[src/rtl/frame_scheduler_if.sv]
// Frame scheduler signal bundle: deserializer side, encoder side and statistics.
// master drives the token stream and controls; slave is the scheduler itself.
interface frame_scheduler_if #(
    parameter int CNT_W = 16
);
    logic             valid;
    logic [9:0]       tkn;
    logic             enable;
    logic             fifo_afull;
    logic             pvalid;
    logic             vsync;
    logic             frame_start;
    logic [CNT_W-1:0] frames_sent;
    logic [CNT_W-1:0] frames_dropped;

    modport master (
        output valid, tkn, enable, fifo_afull,
        input  pvalid, vsync, frame_start, frames_sent, frames_dropped
    );

    modport slave (
        input  valid, tkn, enable, fifo_afull,
        output pvalid, vsync, frame_start, frames_sent, frames_dropped
    );
endinterface

[src/rtl/frame_scheduler.sv]
// TMDS channel-0 token decoder and frame gate feeding the MJPG encoder.
// Define FRAME_SCHED_STATS_EN to build the frames_sent/frames_dropped counters.
module frame_scheduler #(
    parameter int DIV   = 2,
    parameter int DELAY = 8,
    parameter int CNT_W = 16
) (
    input  logic              clk,
    input  logic              rst,
    frame_scheduler_if.slave  bus
);
    localparam logic [9:0] CTL0   = 10'b1101010100;
    localparam logic [9:0] CTL1   = 10'b0010101011;
    localparam logic [9:0] CTL2   = 10'b0101010100;
    localparam logic [9:0] CTL3   = 10'b1010101011;
    localparam logic [9:0] START0 = 10'b1011001100;
    localparam int DW = (DIV > 1) ? $clog2(DIV) : 1;
    localparam int RW = $clog2(DELAY + 1);

    typedef enum logic [1:0] {IDLE, PASS, SKIP} state_t;

    state_t          r_state;
    state_t          w_state_nx;
    logic [1:0]      r_sh;
    logic            r_px;
    logic            r_vs;
    logic [DW-1:0]   r_dcnt;
    logic [DELAY-1:0] r_pv_sr;
    logic [DELAY-1:0] r_vs_sr;
    logic [RW-1:0]   r_rcnt;
    logic            r_vsync_q;

    logic w_vd;
    logic w_va;
    logic w_ctl;
    logic w_st;
    logic w_fe;
    logic w_sel;
    logic w_go;
    logic w_gate;
    logic w_oen;
    logic w_pvalid;
    logic w_vsync;

    assign w_vd   = (bus.tkn == CTL0) | (bus.tkn == CTL1);
    assign w_va   = (bus.tkn == CTL2) | (bus.tkn == CTL3);
    assign w_ctl  = w_vd | w_va;
    assign w_st   = (bus.tkn == START0);
    assign w_fe   = bus.valid & ~r_vs & w_va;
    assign w_sel  = bus.enable & (r_dcnt == '0);
    assign w_go   = w_sel & ~bus.fifo_afull;
    assign w_gate = (r_state == PASS);

    always_ff @(posedge clk) begin
        if (rst) begin
            r_sh <= '0;
            r_px <= 1'b0;
            r_vs <= 1'b0;
        end else if (!bus.valid) begin
            r_sh <= '0;
            r_px <= 1'b0;
            r_vs <= 1'b0;
        end else begin
            r_sh <= {r_sh[0], w_st};
            // control tokens end active video even if a guard band coincides
            r_px <= w_ctl ? 1'b0 : ((&r_sh) ? 1'b1 : r_px);
            r_vs <= w_vd ? 1'b0 : (w_va ? 1'b1 : r_vs);
        end
    end

    always_ff @(posedge clk) begin
        if (rst) begin
            r_dcnt <= '0;
        end else if (w_fe) begin
            r_dcnt <= (r_dcnt == DW'(DIV - 1)) ? '0 : r_dcnt + 1'b1;
        end
    end

    always_ff @(posedge clk) begin
        if (rst) begin
            r_state <= IDLE;
        end else begin
            r_state <= w_state_nx;
        end
    end

    always_comb begin
        w_state_nx = r_state;
        if (!bus.valid) begin
            w_state_nx = IDLE;
        end else if (w_fe) begin
            w_state_nx = w_go ? PASS : SKIP;
        end
    end

    // alignment pipe carries stale data after reset; r_rcnt masks it out
    always_ff @(posedge clk) begin
        r_pv_sr[0] <= r_px & w_gate;
        r_vs_sr[0] <= r_vs & w_gate;
        for (int i = 1; i < DELAY; i++) begin
            r_pv_sr[i] <= r_pv_sr[i-1];
            r_vs_sr[i] <= r_vs_sr[i-1];
        end
    end

    always_ff @(posedge clk) begin
        if (rst) begin
            r_rcnt <= '0;
        end else if (r_rcnt != RW'(DELAY)) begin
            r_rcnt <= r_rcnt + 1'b1;
        end
    end

    assign w_oen    = (r_rcnt == RW'(DELAY)) & ~rst;
    assign w_pvalid = r_pv_sr[DELAY-1] & w_oen;
    assign w_vsync  = r_vs_sr[DELAY-1] & w_oen;

    always_ff @(posedge clk) begin
        if (rst) begin
            r_vsync_q <= 1'b0;
        end else begin
            r_vsync_q <= w_vsync;
        end
    end

    assign bus.pvalid      = w_pvalid;
    assign bus.vsync       = w_vsync;
    assign bus.frame_start = w_vsync & ~r_vsync_q;

`ifdef FRAME_SCHED_STATS_EN
    logic [CNT_W-1:0] r_sent;
    logic [CNT_W-1:0] r_drop;
    logic             w_sent_inc;
    logic             w_drop_inc;

    assign w_sent_inc = w_fe & w_go;
    assign w_drop_inc = (w_fe & w_sel & bus.fifo_afull)
                      | (~bus.valid & w_gate);

    always_ff @(posedge clk) begin
        if (rst) begin
            r_sent <= '0;
            r_drop <= '0;
        end else begin
            if (w_sent_inc && (r_sent != '1)) begin
                r_sent <= r_sent + 1'b1;
            end
            if (w_drop_inc && (r_drop != '1)) begin
                r_drop <= r_drop + 1'b1;
            end
        end
    end

    assign bus.frames_sent    = r_sent;
    assign bus.frames_dropped = r_drop;
`else
    assign bus.frames_sent    = '0;
    assign bus.frames_dropped = '0;
`endif
endmodule

[src/flat_wrapper.sv]
// flat-port wrapper written by rule: the top's interface ports become plain ports
module frame_scheduler_flat 
#(
    parameter int DIV   = 2,
    parameter int DELAY = 8,
    parameter int CNT_W = 16
)
  (clk, rst, bus_valid, bus_tkn, bus_enable, bus_fifo_afull, bus_pvalid, bus_vsync, bus_frame_start, bus_frames_sent, bus_frames_dropped);
  frame_scheduler_if #(.CNT_W(CNT_W)) bus_i ();
  input  logic clk;
  input  logic rst;
  input wire logic [$bits(bus_i.valid)-1:0] bus_valid;
  input wire logic [$bits(bus_i.tkn)-1:0] bus_tkn;
  input wire logic [$bits(bus_i.enable)-1:0] bus_enable;
  input wire logic [$bits(bus_i.fifo_afull)-1:0] bus_fifo_afull;
  output wire logic [$bits(bus_i.pvalid)-1:0] bus_pvalid;
  output wire logic [$bits(bus_i.vsync)-1:0] bus_vsync;
  output wire logic [$bits(bus_i.frame_start)-1:0] bus_frame_start;
  output wire logic [$bits(bus_i.frames_sent)-1:0] bus_frames_sent;
  output wire logic [$bits(bus_i.frames_dropped)-1:0] bus_frames_dropped;
  assign bus_i.valid = bus_valid;
  assign bus_i.tkn = bus_tkn;
  assign bus_i.enable = bus_enable;
  assign bus_i.fifo_afull = bus_fifo_afull;
  assign bus_pvalid = bus_i.pvalid;
  assign bus_vsync = bus_i.vsync;
  assign bus_frame_start = bus_i.frame_start;
  assign bus_frames_sent = bus_i.frames_sent;
  assign bus_frames_dropped = bus_i.frames_dropped;
  frame_scheduler #(.DIV(DIV), .DELAY(DELAY), .CNT_W(CNT_W)) u_core (.clk(clk), .rst(rst), .bus(bus_i));
endmodule
[config.mk]
export PLATFORM = sky130hd
export DESIGN_NAME = frame_scheduler_flat
export DESIGN_NICKNAME = d
export VERILOG_FILES = /design/src/rtl/frame_scheduler_if.sv /design/src/rtl/frame_scheduler.sv /design/src/flat_wrapper.sv
export SDC_FILE = /design/constraint.sdc
export NUM_CORES = 1
export LEC_CHECK = 0
export CAP_MARGIN = 20
export CORE_MARGIN = 2
export CORE_UTILIZATION = 39
export DETAILED_ROUTE_END_ITERATION = 10
export GPL_TIMING_DRIVEN = 1
export PLACE_DENSITY_LB_ADDON = 0.12
export SYNTH_ARGS = -nofsm -noshare
export SYNTH_HDL_FRONTEND = slang
export SYNTH_SLANG_ARGS = --single-unit
[constraint.sdc]
create_clock -name clk -period 2.2 [get_ports clk]
set_clock_uncertainty 0.2 [all_clocks]
set_input_delay 0.33 -clock clk [delete_from_list [all_inputs] [get_ports clk]]
set_output_delay 0.33 -clock clk [all_outputs]
set_load 0.1 [all_outputs]
==> qor.yml, run 1 <==
grt_pass1_wl_mm: 3.06
cellLeakagePower_nw: 0.669
synth_cell_types: 32
cp_max_fo: 3
crit_chain: "inv_2 -> ha_4 -> nand2_2 -> or2_4 -> nor3b_4 -> nor2b_4 -> buf_12"
rrSetupSlack_ps: 120
cts_htree_levels: 1
vias: 800
worstSetupPathType: "flip-flop to primary output"
drive_gt1_frac: 0.282
coreArea_um2: 3000
finalSetupTns_ps: -15.9
dp_cells: 173
syn_inst: 119
drt-total-wl_mm: 1.83
slew_violations: 0
critical_path_arrival_ps: 1690
pin_count: 50
holdWs_ps: 143
hp-class: "flip-flop to flip-flop"
drc: 0
required_ps: 1670
fmax_ghz: 0.451
critical_path.max_stage_delay_ps: 350
cts_root_buffer: "clkbuf_4"
violations: "setup timing"
wl_per_cell_um: 9.69
crit_path_end_kind: "primary output"
drt_iter0_drc: 15
start_util: 0.405
crit_slowest_cell: "dfxtp_2"
detail-route-antenna-nets: 0
yosysWarningCount: 0
hold_buffers: 0
fin_nets: 175
critical_path.top_delay_family: "simple AND/OR/NAND/NOR gates"
dr.pass1.iters: 4
fillers: 272
cts_max_path_buffers: 2
power_density_nw_per_um2: 670
rsz0062_at_grt: "true"
instances_no_fill: 189
io_buffers: 17
grt_max_degree: 15
die_w_um: 59.8
worst_slack_ps: -15.9
fin_util: 0.514
syn_to_final_growth_pct: 26.9
ys_seq_elements: 28
cts_tree: "yes"
clkLatencyLatePin_ps: 310
yosysSeqAreaShare: 0.461
grtUsageTotal: 0.114
cts_sinks: 28
syn_area_um2: 1220
fin_crit_sh: 1.01
ir_worst_vdd_v: 0.000299
status: "complete, but fails checks"
fp.dieH_um: 59.8
dp_hpwl_mm: 1.38
clkTransAtPathRegs_ps: 130
fin_crit_ps: 2220
multiInputGateArea_um2: 554
overflow: 0
gp_congestion: 0.796
vias_per_cell: 4.23
syn_area_per_cell_um2: 10.2
cap_viol_max_count: 0
timing_hold_violations_final: 0
antenna_found_initial: 0
crit_buf_inv: 2
fp.dieArea_um2: 3580
setup_viol: 1
start_kind: "flip-flop"
cts_made_buffers: 3
regArea_um2: 563
grt_pass1_vias: 762
diodes: 0
num_rows: 20
[synthesized netlist by cell type]
cell / number / area, µm²
a21oi_1: 2 / 10.0
a31oi_1: 1 / 6.26
and2_1: 1 / 6.26
and3b_1: 2 / 17.5
and4bb_2: 2 / 25.0
buf_4: 32 / 240
clkbuf_1: 2 / 7.51
conb_1: 1 / 3.75
dfxtp_1: 28 / 561
ha_1: 2 / 25.0
inv_1: 3 / 11.3
mux2_1: 1 / 11.3
mux2i_1: 2 / 20.0
nand2_1: 5 / 18.8
nand2b_1: 3 / 18.8
nand3_1: 3 / 15.0
nand3_2: 1 / 10.0
nand3b_1: 1 / 7.51
nand4_1: 3 / 18.8
nor2_1: 5 / 18.8
nor2b_1: 4 / 25.0
nor3_1: 1 / 5.00
nor3b_1: 4 / 30.0
nor4b_4: 1 / 23.8
nor4bb_1: 1 / 10.0
o21ba_2: 1 / 10.0
o221ai_1: 1 / 8.76
o22ai_2: 1 / 12.5
or2_2: 2 / 12.5
or3b_2: 1 / 8.76
xnor2_1: 1 / 8.76
xor2_1: 1 / 8.76
[registers in the layout, summed over array words and instances, names as in the netlist]
name              count
u_core.r_vs           1
u_core.r_vsync_q      1
u_core.r_sh           2
u_core.r_vs_sr        8
u_core.r_state        2
u_core.r_dcnt         1
u_core.r_rcnt         4
u_core.r_pv_sr        8
u_core.r_px           1
[worst paths after layout]
path / cells past startpoint / from / to
worst min-delay path: 0 / u_core.r_vs_sr[3] / u_core.r_vs_sr[4]
worst max register to register: 14 / u_core.r_rcnt[1] / u_core.r_rcnt[2]
worst max-delay path: 7 / u_core.r_rcnt[1] / bus_frame_start
worst min register to register: 0 / u_core.r_vs_sr[3] / u_core.r_vs_sr[4]
[cells in the final DEF, fill, tap and decap left out, drive strengths merged]
master	Yosys	final
or3b	1	1
nand2b	3	3
nand3	4	4
nor4b	1	1
nor3b	4	4
and4bb	2	2
inv	3	3
mux2i	2	2
o21ba	1	1
ha	2	2
nor2	5	5
a31oi	1	1
clkbuf	2	3
clkdlybuf4s50	0	14
nor4bb	1	1
nand4	3	3
and2	1	1
nor3	1	1
xor2	1	1
conb	1	32
dfxtp	28	28
o221ai	1	1
and3b	2	2
buf	32	23
o22ai	1	1
a21oi	2	2
xnor2	1	1
nor2b	4	4
mux2	1	1
or2	2	2
nand2	5	5
nand3b	1	1
[area by class of cell]
cell class | instances | share of cell area
clock buffer | 3 | 0.0146
tap | 33 | 0.0268
multi-input combinational | 85 | 0.359
timing repair buffer | 37 | 0.227
inverter | 3 | 0.00730
sequential | 28 | 0.365
[logic make-up (layout without fill, tap and decap cells)]
logic type / count (synthesis) / in the layout / synth area share
AOI/OAI and AO/OA: 6 / 6 / 0.0391
adders and majority gates: 2 / 2 / 0.0206
xor gates and xnor gates: 2 / 2 / 0.0144
other: 1 / 32 / 0.00308
and+or+nand+nor: 40 / 40 / 0.223
muxes: 3 / 3 / 0.0257
DFF: 28 / 28 / 0.461
buffers and inverters: 37 / 43 / 0.213
[per-layer routing]
layer	track usage	wire length (µm)	vias up	share of wire
met2	0.194	995	14	0.54
met5	0	0	-	0
met1	0.128	751	378	0.41
met4	0.0413	9	0	0.0049
met3	0.0455	73	2	0.040
li1	-	-	406	-
[timing repair]
item                                    in CTS  in global routing
pin swaps                                    3                  3
endpoints found under the setup margin       3                  4
resized for setup                            6                  0
buffers inserted                            14                  0
[power by group]
| part | total [mW] | internal [mW] | switching (mW) |
|---|---|---|---|
| Sequential | 0.517 | 0.513 | 0.00365 |
| Combinational | 0.322 | 0.0527 | 0.269 |
| Clock | 0.195 | 0.0640 | 0.131 |
[per-stage QoR]
stage	power (mW)	instance area [µm²]	worst slack, ps
2_1_floorplan	0.836	1370	-790
3_3_place_gp	0.833	1410	45.5
3_5_place_dp	0.835	1410	18.1
4_1_cts	1.05	1550	-72.5
5_1_grt	1.08	1540	-138
6_report	1.03	1540	-15.9
Note: power is estimated with default switching activity, not from simulation.
==> inputs of run 2 (changes only) <==
Settings changed: ABC_AREA set to 1.
==> qor.yml, run 2 <==
status: "completed"
required_ps: 1670  # about the same
cts_sinks: 28  # unchanged
drt-total-wl_mm: 1.69  # -7.8%
power_density_nw_per_um2: 805  # +20%
yosysSeqAreaShare: 0.462  # +0.000950
layout_commonest_cell: "conb_1"
grt_max_degree: 17  # +2
top_regs: "u_core.r_pv_sr x8, u_core.r_vs_sr x8, u_core.r_rcnt x4"
cts_root_buffer: "clkbuf_4"
ys_async_sr_fraction: 0  # unchanged
grtUsageTotal: 0.104  # -0.0104
fin_crit_sh: 0.937  # -0.0698
setup_viol: 0  # -1
pin_count: 50  # unchanged
synth-compound-area-share: 0.0361  # -0.00301
detail-route-antenna-nets: 0  # unchanged
crit_slowest_cell: "clkdlybuf4s50_1"
crit_path_end_kind: "primary output"
io_buffers: 17  # unchanged
synth_edf_count: 0  # unchanged
syn_area_per_cell_um2: 7.98  # -22%
wl_per_cell_um: 8.12  # -16%
synth.area.top_cells: "dfxtp_1, buf_4, inv_1"
worst_r2r_endpoint: "u_core.r_rcnt[0]"
fmax_ghz: 0.485  # +7.5%
synthAdderAreaFrac: 0.0206  # +0.0000424
grt_pass1_vias: 726  # -4.7%
grt_pass1_wl_mm: 2.77  # -9.7%
hp-class: "flip-flop to flip-flop"
die_w_um: 59.8  # about the same
drive_gt1_frac: 0.109  # -0.173
crit_buf_inv: 3  # +1
vias: 835  # +4.4%
min_from: "u_core.r_vs_sr[4]"
cellLeakagePower_nw: 0.638  # -4.6%
synth_common_cells: "buf_4, dfxtp_1, inv_1"
holdPathStages: 0  # unchanged
synth-simple-area-share: 0.196  # -0.0274
mostFrequentLayoutCells: "conb_1, dfxtp_1, inv_1"
vias_per_cell: 4.01  # -5.2%
syn_inst: 152  # +28%
yosysWarningCount: 0  # unchanged
dr.pass1.iters: 4  # unchanged
holdWs_ps: 143  # -0.367 ps
worstHoldEndpoint: "u_core.r_vs_sr[5]"
gp_congestion: 0.759  # -4.7%
clkTransAtPathRegs_ps: 140  # about the same
diodes: 0  # unchanged
crit_chain: "clkdlybuf4s50_1 -> inv_2 -> nand4_1 -> nor3_2 -> buf_12"
critical_path.top_delay_family: "buffers and inverters"
overflow: 0  # unchanged
cts_made_buffers: 3  # unchanged
worstSetupPathType: "input pin to primary output"
fp.dieH_um: 59.8  # about the same
num_rows: 20  # unchanged
synth_top_family_by_area: "buffers and inverters"
synthMuxAreaShare: 0  # -0.0257
ff2ff_path_depth: 5  # -9
fin_crit_ps: 2060  # -154 ps
start_util: 0.404  # -0.000833
fp.dieArea_um2: 3570  # -0.18%
dp_hpwl_mm: 1.38  # -0.21%
synth_top_area_share: 0.462  # +0.000950
coreArea_um2: 3000  # unchanged
syn_to_final_growth_pct: 17.6
cap_viol_max_count: 0  # unchanged
critical_path_arrival_ps: 1530  # -160 ps
critical_path.max_stage_delay_ps: 460  # +110 ps
rrSetupSlack_ps: 910  # +790 ps
synth_flop_cell: "dfxtp_1"
synth_xor_area_frac: 0.00722  # -0.00719
fin_nets: 193  # +10%
synth.most_common_cell: "buf_4"
slew_violations: 0  # unchanged
cts_htree_levels: 1  # unchanged
syn_area_um2: 1210  # -0.21%
cts_tree: "yes"
antenna_found_initial: 0  # unchanged
rsz0062_at_grt: "false"
ir_worst_vdd_v: 0.000273  # -8.9%
cts_max_path_buffers: 2  # unchanged
ys_seq_elements: 28  # unchanged
r2r_start: "u_core.r_rcnt[1]"
cp_max_fo: 4  # +1
drc: 0  # unchanged
fin_util: 0.475  # -0.0383
timing_hold_violations_final: 0  # unchanged
clkLatencyLatePin_ps: 310  # about the same
start_kind: "input pin"
drt_iter0_drc: 27  # +12
yosysTopAreaCell: "dfxtp_1"
synth_cell_types: 17  # -47%
## run 2: cell types whose count changed after synthesis, moves of 2 or more
cell	before	now
nand2b_1	3	0
or2_2	2	0
nor3b_1	4	0
nand2_1	5	21
and4bb_2	2	0
nor2_1	5	18
o21ai_0	0	3
mux2i_1	2	0
clkbuf_1	2	0
and3b_1	2	0
inv_1	3	25
nor2b_1	4	0
nand3_1	3	8
a21oi_1	2	4
## run 2: worst max-delay path by stage
stage | startpoint | end | slack (ps) | depth (start not counted)
6_report | rst | bus_frame_start | 140 | 5
5_1_grt | rst | bus_frame_start | 3 | 5
4_1_cts | u_core.r_rcnt[0] | bus_frame_start | 80 | 5
3_5_place_dp | rst | bus_frame_start | 130 | 5
3_3_place_gp | rst | bus_pvalid | 140 | 5
2_1_floorplan | u_core.r_rcnt[0] | bus_pvalid | -370 | 4
## run 2: cells by family after synthesis
logic type | Yosys count
DFF | 28
other | 1
and+or+nand+nor | 55
buffers and inverters | 57
xor gates and xnor gates | 1
AOI/OAI and AO/OA | 8
adders and majority gates | 2
## run 2: per-layer routing
layer  part of all wire  global-route usage
met1               0.38               0.107
met2               0.55               0.189
met3              0.054              0.0260
met4              0.015              0.0571
met5                  0                   0
## run 2: final cells by class
| type | count | area (µm²) |
|---|---|---|
| Fill cell | 299 | 1580 |
| Sequential cell | 28 | 562 |
| Inverter | 25 | 96.3 |
| Clock buffer | 3 | 22.5 |
| Multi-Input combinational cell | 98 | 453 |
| Tap cell | 33 | 41.3 |
| Timing Repair Buffer | 20 | 223 |
| Clock inverter | 1 | 30.0 |
## run 2: per-stage QoR
step	area (µm²)	cells	worst slack [ps]	power [mW]	setup TNS [ps]
floorplan	1340	183	-373	0.835	-1020
global route	1430	208	3.35	1.20	0
CTS	1400	206	77.4	1.16	0
global placement	1340	202	143	0.824	0
detailed placement	1340	202	128	0.827	0
finish	1430	208	138	1.15	0
## run 2: what timing repair did
item / in CTS / in global routing
hold buffers: 0 / 0
setup buffers: 0 / 2
setup endpoints to repair: 0 / 3
resized for setup: 0 / 7
## run 2: power by group
part	switching [mW]	internal, mW
sequential	0.00363	0.512
combinational	0.270	0.0402
clock	0.139	0.184
